## src/rtl/serial_adder.sv

```systemverilog
// Bit-serial ripple adder: adds two WIDTH-bit operands LSB first, one bit per clock,
// using two chained half_adder cells as the per-bit full adder.

module half_adder (
  input  logic x,
  input  logic y,
  output logic s,
  output logic c
);
  assign s = x ^ y;
  assign c = x & y;
endmodule

module serial_adder #(
  parameter int WIDTH = 8,
  parameter int CNT_W = 6
) (
  input  logic             clk,
  input  logic             rst,
  input  logic             start,
  input  logic [WIDTH-1:0] a,
  input  logic [WIDTH-1:0] b,
  input  logic             cin,
  output logic             busy,
  output logic             done,
  output logic [WIDTH-1:0] sum,
  output logic             cout
);

  typedef enum logic [1:0] {
    IDLE  = 2'd0,
    SHIFT = 2'd1,
    DONE  = 2'd2
  } state_t;

  state_t             state_r;
  state_t             state_nx_s;
  logic [WIDTH-1:0]   sh_a_r;
  logic [WIDTH-1:0]   sh_b_r;
  logic [WIDTH-2:0]   sh_s_r;
  logic               carry_r;
  logic [CNT_W-1:0]   cnt_r;
  logic [WIDTH-1:0]   sum_r;
  logic               cout_r;
  logic               busy_r;
  logic               done_r;

  logic               ab_sum_s;
  logic               ab_carry_s;
  logic               bit_s;
  logic               bit_carry_s;
  logic               carry_nx_s;
  logic               last_s;
  logic               load_s;
  logic [WIDTH-1:0]   sh_s_nx_s;

  half_adder u_ha_ab (
    .x (sh_a_r[0]),
    .y (sh_b_r[0]),
    .s (ab_sum_s),
    .c (ab_carry_s)
  );

  half_adder u_ha_carry (
    .x (ab_sum_s),
    .y (carry_r),
    .s (bit_s),
    .c (bit_carry_s)
  );

  assign carry_nx_s = ab_carry_s | bit_carry_s;
  assign last_s     = (cnt_r == CNT_W'(WIDTH - 1));
  assign load_s     = start && ((state_r == IDLE) || (state_r == DONE));
  // Full result word once the current bit lands; the shift register keeps only the upper WIDTH-1 bits.
  assign sh_s_nx_s  = {bit_s, sh_s_r};

  // Next-state decode for the IDLE/SHIFT/DONE sequencer.
  always_comb begin
    state_nx_s = state_r;
    case (state_r)
      IDLE: begin
        if (start) begin
          state_nx_s = SHIFT;
        end else begin
          state_nx_s = IDLE;
        end
      end
      SHIFT: begin
        if (last_s) begin
          state_nx_s = DONE;
        end else begin
          state_nx_s = SHIFT;
        end
      end
      DONE: begin
        if (start) begin
          state_nx_s = SHIFT;
        end else begin
          state_nx_s = IDLE;
        end
      end
      default: state_nx_s = IDLE;
    endcase
  end

  // State, datapath shift registers and registered status/result outputs.
  always_ff @(posedge clk) begin
    if (rst) begin
      state_r <= IDLE;
      sh_a_r  <= {WIDTH{1'b0}};
      sh_b_r  <= {WIDTH{1'b0}};
      sh_s_r  <= {(WIDTH-1){1'b0}};
      carry_r <= 1'b0;
      cnt_r   <= {CNT_W{1'b0}};
      sum_r   <= {WIDTH{1'b0}};
      cout_r  <= 1'b0;
      busy_r  <= 1'b0;
      done_r  <= 1'b0;
    end else begin
      state_r <= state_nx_s;
      busy_r  <= (state_nx_s == SHIFT);
      done_r  <= (state_nx_s == DONE);
      if (load_s) begin
        sh_a_r  <= a;
        sh_b_r  <= b;
        sh_s_r  <= {(WIDTH-1){1'b0}};
        carry_r <= cin;
        cnt_r   <= {CNT_W{1'b0}};
      end else if (state_r == SHIFT) begin
        sh_a_r  <= {1'b0, sh_a_r[WIDTH-1:1]};
        sh_b_r  <= {1'b0, sh_b_r[WIDTH-1:1]};
        sh_s_r  <= sh_s_nx_s[WIDTH-1:1];
        carry_r <= carry_nx_s;
        cnt_r   <= cnt_r + CNT_W'(1);
        if (last_s) begin
          sum_r  <= sh_s_nx_s;
          cout_r <= carry_nx_s;
        end else begin
          sum_r  <= sum_r;
          cout_r <= cout_r;
        end
      end else begin
        sh_a_r  <= sh_a_r;
        sh_b_r  <= sh_b_r;
        sh_s_r  <= sh_s_r;
        carry_r <= carry_r;
        cnt_r   <= cnt_r;
      end
    end
  end

  assign busy = busy_r;
  assign done = done_r;
  assign sum  = sum_r;
  assign cout = cout_r;

endmodule
```

## config.mk

```make
export PLATFORM = sky130hd
export DESIGN_NAME = serial_adder
export DESIGN_NICKNAME = d
export VERILOG_FILES = /design/src/rtl/serial_adder.sv
export SDC_FILE = /design/constraint.sdc
export NUM_CORES = 1
export LEC_CHECK = 0
export BUFFER_PORTS_ARGS = -buffer_cell sky130_fd_sc_hd__clkbuf_2
export CORE_UTILIZATION = 25
export DETAILED_ROUTE_END_ITERATION = 10
export SYNTH_ARGS = -nofsm -noshare
export SYNTH_HDL_FRONTEND = slang
export SYNTH_HIERARCHICAL = 1
export SYNTH_SLANG_ARGS = --single-unit
export TNS_END_PERCENT = 1
```

## constraint.sdc

```tcl
create_clock -name clk -period 2.25 [get_ports clk]
set_clock_uncertainty 0.05 [all_clocks]
set_input_delay 0.1125 -clock clk [delete_from_list [all_inputs] [get_ports clk]]
set_output_delay 0.1125 -clock clk [all_outputs]
set_load 0.05 [all_outputs]
```

# After elaboration in Yosys (flattened, before gate mapping)
# Index checks and enable logic that the tools add are counted.
dict set report totals {
  register_bits 43
  in_bits 20
  out_inout_bits 11
  word_cells 38
}
dict set report op_classes {
  addsub 1
  eq_ne 5
  muxes 9
  bitwise 6
  n_reduce_logical 7
}
# op count
set op_table {}
lappend op_table {{two-way mux 8 bit} 4}
lappend op_table {{adder 6 x 1 -> 6 bit (second input constant)} 1}
lappend op_table {{== test 6 x 3 -> 1 bit (second input constant)} 1}
lappend op_table {{== test 2 x 1 -> 1 bit (second input constant)} 2}
lappend op_table {{== test 2 bit (second input constant)} 2}
lappend op_table {{case mux 2 bit (2 select lines)} 1}
lappend op_table {{OR reduction 2 bit} 2}
lappend op_table {{two-way mux 1 bit} 3}
lappend op_table {{AND reduction 3 bit} 1}
lappend op_table {{AND 1 bit} 2}
lappend op_table {{logical NOT 2 bit} 1}
lappend op_table {{two-way mux 2 bit} 1}
lappend op_table {{nonzero test 2 bit} 1}
lappend op_table {{bitwise XOR 1 bit} 2}
lappend op_table {{logical AND 1 bit} 1}
lappend op_table {{logical OR 1 bit} 1}
lappend op_table {{NOT 1 bit} 1}
lappend op_table {{OR 1 bit} 1}

# Depth between registers and ports, before layout
# Gate-level depths: netlist of the first run.
dict set report depth {
  word_depth 5
  ltp_mapped 5
  mapped_depth_nobuf 4
}

# Cells and area by module
# Netlist of the first run, hierarchy kept.
# mod instances cells_each area_each_um2 seq_area_each_um2
set by_module_without_submodules {}
lappend by_module_without_submodules {serial_adder 1 201 1765.4 860.8}
lappend by_module_without_submodules {half_adder 2 1 12.5 0.0}

# Least setup slack after synthesis of the first run
# No wires, ideal clock.
dict set report synth_timing {
  path_kind {register -> register}
  startpoint {register cnt_r[0]}
  endpoint {register sum_r[1], in the netlist sum[1]}
  setup_ps 116
  arrival_time_ps 1272
  t_required_ps 2084
  path_slack_ps 812
  stages_incl_launch_ff 6
  path_buffers 1
  period_less_slack_ps 1438
  path_cell_list {dfxtp_1 -> ha_1 -> and3b_1 -> and2_1 -> buf_4 -> a31o_2}
}
dict set report synth_via {
  elab_chain_cells 2
}
# item line_no
set synth_rtl {}
lappend synth_rtl {{start: declaration} 42} ;# logic [CNT_W-1:0] cnt_r;
lappend synth_rtl {{start signal: assignment} 114} ;# cnt_r <= {CNT_W{1'b0}};
lappend synth_rtl {{start signal: assignment} 128} ;# cnt_r <= {CNT_W{1'b0}};
lappend synth_rtl {{start signal: assignment} 134} ;# cnt_r <= cnt_r + CNT_W'(1);
lappend synth_rtl {{== test 6 x 3 -> 1 bit} 72} ;# assign last_s = (cnt_r == CNT_W'(WIDTH - 1));
lappend synth_rtl {{AND reduction 3 bit (no line)} n/a}
lappend synth_rtl {{end signal: assignment} 115} ;# sum_r <= {WIDTH{1'b0}};
lappend synth_rtl {{end signal: assignment} 136} ;# sum_r <= sh_s_nx_s;
lappend synth_rtl {{end signal: assignment} 139} ;# sum_r <= sum_r;
lappend synth_rtl {{end: declaration} 43} ;# logic [WIDTH-1:0] sum_r;
# No other way between the ends.
# A chain may end at the register's enable or synchronous reset.

# Final worst setup path of the first run
dict set report layout_timing {
  startpoint {register cnt_r[0]}
  endpoint {register sum_r[0], in the netlist sum[0]}
}
# Same word-level chain as after synthesis.

==> results.json, run 1 <==
{
  "syn_area_sq_um": 1790,
  "core_area_sq_um": 6870,
  "fin_cells": 328,
  "rsz0062_at_grt": "no",
  "path_cells": "ha_1 > and3b_1 > and2_1 > a31o_2",
  "setup_viol": 0,
  "use_met1_pct": 15.5,
  "antennaDiodeCount": 0,
  "drt_pass1_iterations": 4,
  "synth_cell_type_count": 32,
  "intPower_uw": 1220,
  "clk_pin_slew_ns": 0.08,
  "port_buffers": 30,
  "worst_slew_pin_slew_ns": 0.440,
  "fin_crit_ns": 1.63,
  "p_per_area_nw_per_um2": 742,
  "final_antenna_net_count": 0,
  "area_growth_pct": 20.1,
  "fin_hold_ws_ns": 0.0189,
  "yosysTopAreaCellShare_pct": 48.1,
  "grt_start_max_net_pins": 25,
  "r2r_slack_ns": 0.62,
  "cts.repair.resized": 0,
  "busiest_layer": "met2",
  "leakage_uw": 0.000845,
  "power_switching_uw": 377,
  "cp_top_family": "simple AND/OR/NAND/NOR gates",
  "drive_above_1_share_pct": 25.4,
  "drtIter0Drc": 108,
  "setup.worst_path.end_class": "register",
  "gr-total-overflow": 0,
  "num_io_pins": 31,
  "clk_latency_ns": 0.29,
  "wire_per_inst_um": 12.2,
  "clock_power_share_pct": 38.8,
  "start_util_pct": 26.1,
  "swShare_pct": 23.6,
  "p_seq_share_pct": 50.9,
  "synth_seq_cells": 43,
  "htree_levels": 2,
  "vdd_ir_drop_max_uv": 288,
  "synth.avg_cell_area_sq_um": 8.82,
  "cts_tree": "yes",
  "yosysWarnings": 6,
  "synth_cells": 203,
  "wirelength_um": 3990,
  "synth_top_area_cell": "dfxtp_1",
  "outcome": "finished clean",
  "grt_antenna_before_repair": 0,
  "rows": 30,
  "met2_usage_pct": 17.2,
  "met3_usage_pct": 3.52,
  "critPathSlowestCell": "dfxtp_1",
  "clockBufferDepth": 2,
  "cts_sinks": 43,
  "ys_seq_area_share_pct": 48.1,
  "p_comb_share_pct": 10.3,
  "slowest_delay_ns": 0.40,
  "worst-path-buf-inv": 0,
  "drc_errors": 0,
  "grt_pass1_vias": 1388,
  "critPathKind": "register to register",
  "grt_pass1_wl_um": 6690,
  "finalMaxSlewViolations": 0,
  "gp_congestion": 0.747,
  "die_h_um": 86.6,
  "dp_hpwl_um": 2770,
  "critical_path_required_ns": 2.45,
  "fin_crit_sh_pct": 72.6,
  "hold_violations": 0,
  "ctsRootBufferMaster": "clkbuf_8",
  "die_x_um": 86.6,
  "fmax_mhz": 613,
  "final_core_util_pct": 31.3,
  "cp_max_fo": 9,
  "synth_nets": 226,
  "dp_cells": 320,
  "tns_ns": 0,
  "hold_class": "primary input to register",
  "num_vias": 1513,
  "cts_buffers": 5,
  "grt_usage_pct": 11.6,
  "cts_hold_buf": 0,
  "vias_per_cell": 4.61,
  "post_cts_buffers": 0,
  "dieArea_sq_um": 7500,
  "yosys-top-cells-area": "dfxtp_1 (48%), nand2_1 (6.9%), a21oi_1 (5.0%)",
  "final_nets": 254,
  "crit_path_start_kind": "register",
  "worst-endpoint-arrival_ns": 1.83,
  "slew_headroom_pct": 70.7,
  "cap_violations": 0
}
==> sequential cells by signal (all words and copies together) (netlist names) <==
name     count
busy         1
cnt_r        6
done         1
sh_b_r       8
sh_s_r       7
sh_a_r       8
state_r      2
carry_r      1
sum          8
cout         1
==> cell families after synthesis <==
family	count (synthesis)	share of synthesized area, %
xor+xnor	2	0.979
flops	43	48.1
compound gates	55	19.1
buf+inv	19	5.52
simple gates	77	22.0
fa+ha+maj	3	2.10
mux	4	2.24
==> synth_stat cells <==
cell and number:
nand4_1 1, o31ai_1 1, a21oi_2 1, nand2b_1 10, inv_1 1, xnor2_1 2
o22ai_1 6, a21oi_1 18, a22oi_1 1, nand3_1 5, or4_4 1, a211oi_2 1
nor2b_1 1, mux2i_1 4, o21ai_0 9, nor2_1 3, clkbuf_1 5, or3_1 2
nor3_1 14, dfxtp_1 43, and3b_1 1, and3_1 3, buf_2 10, nand2_1 33
and2b_1 1, and2_1 1, buf_4 2, a31o_2 8, nor4b_4 1, buf_6 1
a31oi_1 10, ha_1 3
==> tightest hold or removal path: stages <==
cell and delay (ns):
clkbuf_2 0.08, nand2_1 0.05, a31oi_1 0.06
==> cell usage in the layout (no fill, tap or decap), types with 2 or more instances in the layout <==
cell type,count
o21ai_0,9
and3_1,3
nand3_1,5
o22ai_1,6
mux2i_1,4
a31o_2,8
clkbuf_2,30
nor3_1,14
nand2_1,33
nand2b_1,10
xnor2_1,2
a21oi_1,18
ha_1,3
a31oi_1,10
dfxtp_1,43
or3_1,2
nor2_1,3
clkbuf_8,6
buf_4,9
==> power groups by stage <==
stage / combinational [uW] / sequential, uW / clock, uW
6_report: 164 / 811 / 620
5_1_grt: 186 / 816 / 668
4_1_cts: 165 / 811 / 640
3_5_place_dp: 165 / 829 / 0
3_3_place_gp: 164 / 829 / 0
2_1_floorplan: 114 / 830 / 0
==> metal layers <==
metal	vias to the layer above	wire length, um
met5	-	0
met4	0	66
met3	7	262
met2	40	1700
met1	694	1950
li1	772	-
==> per-stage QoR <==
step	setup slack [ns]	instance area, sq um	power, uW
3_5_place_dp	0.632	2030	994
6_report	0.617	2150	1600
2_1_floorplan	0.812	1790	944
3_3_place_gp	0.707	2030	992
4_1_cts	0.626	2150	1620
5_1_grt	0.500	2150	1670
==> path summary, 6_finish.rpt <==
kind                               start                     end  depth (start not counted)
hold reg to reg   sh_a_r[3]$_SDFFE_PP0P_  sh_a_r[2]$_SDFFE_PP0P_                          2
setup / recovery   cnt_r[0]$_SDFFE_PP0N_     sum[0]$_SDFFE_PP0P_                          4
hold / removal                       cin    carry_r$_SDFFE_PP0P_                          3
setup reg to reg   cnt_r[0]$_SDFFE_PP0N_     sum[0]$_SDFFE_PP0P_                          4
==> layout make-up <==
class	instances	area (sq um)
repair buffers	39	218
flip-flops and latches	43	861
clock buffers	6	82.6
fillers	705	4720
clock inverters	2	35.0
inverters	1	3.75
well taps	96	120
multi-input cells	141	831
(Power assumes the default switching activity.)
==> run 2: changes to the inputs <==
==> constraint.sdc (replaced) <==
create_clock -name clk -period 1.31 [get_ports clk]
set_clock_uncertainty 0.05 [all_clocks]
set_input_delay 0.0655 -clock clk [delete_from_list [all_inputs] [get_ports clk]]
set_output_delay 0.0655 -clock clk [all_outputs]
set_load 0.05 [all_outputs]
==> results.json, run 2 (same netlist as run 1, synthesis figures left out) <==
{
  "cap_violations": 0,
  "met3_usage_pct": 3.33,
  "cts_tree": "yes",
  "num_io_pins": 31,
  "final_antenna_net_count": 0,
  "start_util_pct": 26.1,
  "reg2reg_depth": 5,
  "p_per_area_nw_per_um2": 1040,
  "post-place-ws_ns": -0.0778,
  "use_met1_pct": 16.4,
  "final_area_sq_um": 2380,
  "multi_input_area_sq_um": 951,
  "fin_crit_sh_pct": 103,
  "grt_pass1_vias": 1503,
  "hold_violations": 0,
  "drc_errors": 0,
  "rows": 30,
  "gp_congestion": 0.673,
  "critPathKind": "register to register",
  "antennaDiodeCount": 0,
  "vdd_ir_drop_max_uv": 455,
  "drtIter0Drc": 72,
  "slew_headroom_pct": 74.6,
  "clk_latency_ns": 0.28,
  "final_core_util_pct": 34.7,
  "slowest_delay_ns": 0.33,
  "die_x_um": 86.6,
  "grt_pass1_wl_um": 7020,
  "fin_crit_ns": 1.35,
  "crit_path_start": "cnt_r[1]$_SDFFE_PP0N_",
  "dieArea_sq_um": 7500,
  "worst-endpoint-arrival_ns": 1.50,
  "final_nets": 269,
  "leakage_uw": 0.000938,
  "finalMaxSlewViolations": 0,
  "cts_sinks": 43,
  "ctsRootBufferMaster": "clkbuf_8",
  "die_h_um": 86.6,
  "r2r_slack_ns": -0.04,
  "outcome": "finished, violations left",
  "setup_viol": 5,
  "area_growth_pct": 33.2,
  "clk_pin_slew_ns": 0.08,
  "path_cells": "ha_2 > and3b_2 > buf_6 > and3_4 > mux2i_1",
  "crit_path_start_kind": "register",
  "final_cell_mix": "dfxtp_1 (38), nand2_1 (32), clkbuf_2 (30)",
  "violations": "negative setup slack",
  "drive_above_1_share_pct": 34.3,
  "worst_slew_pin_slew_ns": 0.381,
  "critPathSlowestCell": "dfxtp_2",
  "grt_start_max_net_pins": 23,
  "gr-total-overflow": 0,
  "worst_slack_ns": -0.0352,
  "cts_buffers": 5,
  "vias_per_cell": 4.57,
  "setup.worst_path.end_class": "register",
  "r2r-end": "cnt_r[4]$_SDFFE_PP0N_",
  "dp_hpwl_um": 2900,
  "drt_pass1_iterations": 4,
  "htree_levels": 2,
  "fmax_mhz": 743,
  "port_buffers": 30,
  "wire_per_inst_um": 11.9,
  "r2r_start": "cnt_r[1]$_SDFFE_PP0N_",
  "met2_usage_pct": 18.1,
  "num_vias": 1559,
  "grt_usage_pct": 12.0,
  "grt_antenna_before_repair": 0,
  "ff_latch_area_sq_um": 867,
  "core_area_sq_um": 6870,
  "final_common_cell": "dfxtp_1",
  "rsz0062_at_grt": "yes",
  "critical_path_required_ns": 1.47,
  "hold_class": "primary input to register",
  "busiest_layer": "met2",
  "clockBufferDepth": 2,
  "n_fill_cell": 713,
  "crit_path_end": "cnt_r[4]$_SDFFE_PP0N_",
  "cp_max_fo": 6,
  "dpl-instance-area_sq_um": 2220,
  "wirelength_um": 4060
}
## run 2: changes by cell type in the layout (fill, tap and decap cells not counted), moves of 3 or more
cell,previous run,this run
a31o_2,8,0
a31o_4,0,8
buf_12,0,3
buf_4,9,17
dfxtp_1,43,38
dfxtp_2,0,5
## run 2: what timing repair did
action	in CTS	in global routing
pin swaps	1	0
hold buffers	1	0
hold endpoints to repair	1	0
cloned	1	0
setup endpoints to repair	10	25
resized for setup	3	9
setup buffers	3	0
## run 2: area by class of cell
| type | count | area share (%) |
|---|---|---|
| multi-input combinational | 142 | 39.9 |
| sequential | 43 | 36.4 |
| timing repair buffer | 53 | 15.5 |
| tap | 96 | 5.04 |
| clock buffer | 6 | 3.04 |
| inverter | 1 | 0.157 |
## run 2: how the worst min path moves through the flow
stage	cells after the start	slack, ns	from	to
3_5_place_dp	3	0.29	cin	carry_r$_SDFFE_PP0P_
5_1_grt	3	0.02	a[0]	sh_a_r[0]$_SDFFE_PP0P_
3_3_place_gp	3	0.28	cin	carry_r$_SDFFE_PP0P_
6_report	3	0.01	a[0]	sh_a_r[0]$_SDFFE_PP0P_
2_1_floorplan	2	0.18	cin	carry_r$_SDFFE_PP0P_
4_1_cts	3	0.01	a[0]	sh_a_r[0]$_SDFFE_PP0P_
## run 2: report_power, final
part / total (uW) / switching (uW) / leakage, uW / internal, uW
clock network: 758 / 402 / 0.0000371 / 356
logic: 335 / 183 / 0.000547 / 152
registers: 1390 / 31.3 / 0.000353 / 1360
## run 2: worst max-delay path: cells and delay by family (launching register included)
| kind | cells | cell delay (ns) |
|---|---|---|
| AND/OR/NAND/NOR | 2 | 0.41 |
| flip-flops | 1 | 0.33 |
| adder cells (fa/ha/maj) | 1 | 0.16 |
| buffers and inverters | 1 | 0.12 |
| multiplexers | 1 | 0.18 |
## run 2: through the flow
| stage | power [uW] | TNS (ns) | hold slack [ns] | instances |
|---|---|---|---|---|
| 2_1_floorplan | 1630 | -0.388 | 0.175 | 203 |
| 3_3_place_gp | 1740 | -0.391 | 0.284 | 330 |
| 3_5_place_dp | 1750 | -0.622 | 0.286 | 330 |
| 4_1_cts | 2520 | -0.0479 | 0.0128 | 341 |
| 5_1_grt | 2650 | -0.719 | 0.0215 | 341 |
| 6_report | 2490 | -0.0657 | 0.00981 | 341 |
## run 2: routing by layer
metal,vias to the layer above,wire length [um],share of wire [%]
li1,802,-,-
met1,721,1990,49
met2,31,1830,45
met3,5,199,4.9
met4,0,47,1.2
met5,-,0,0
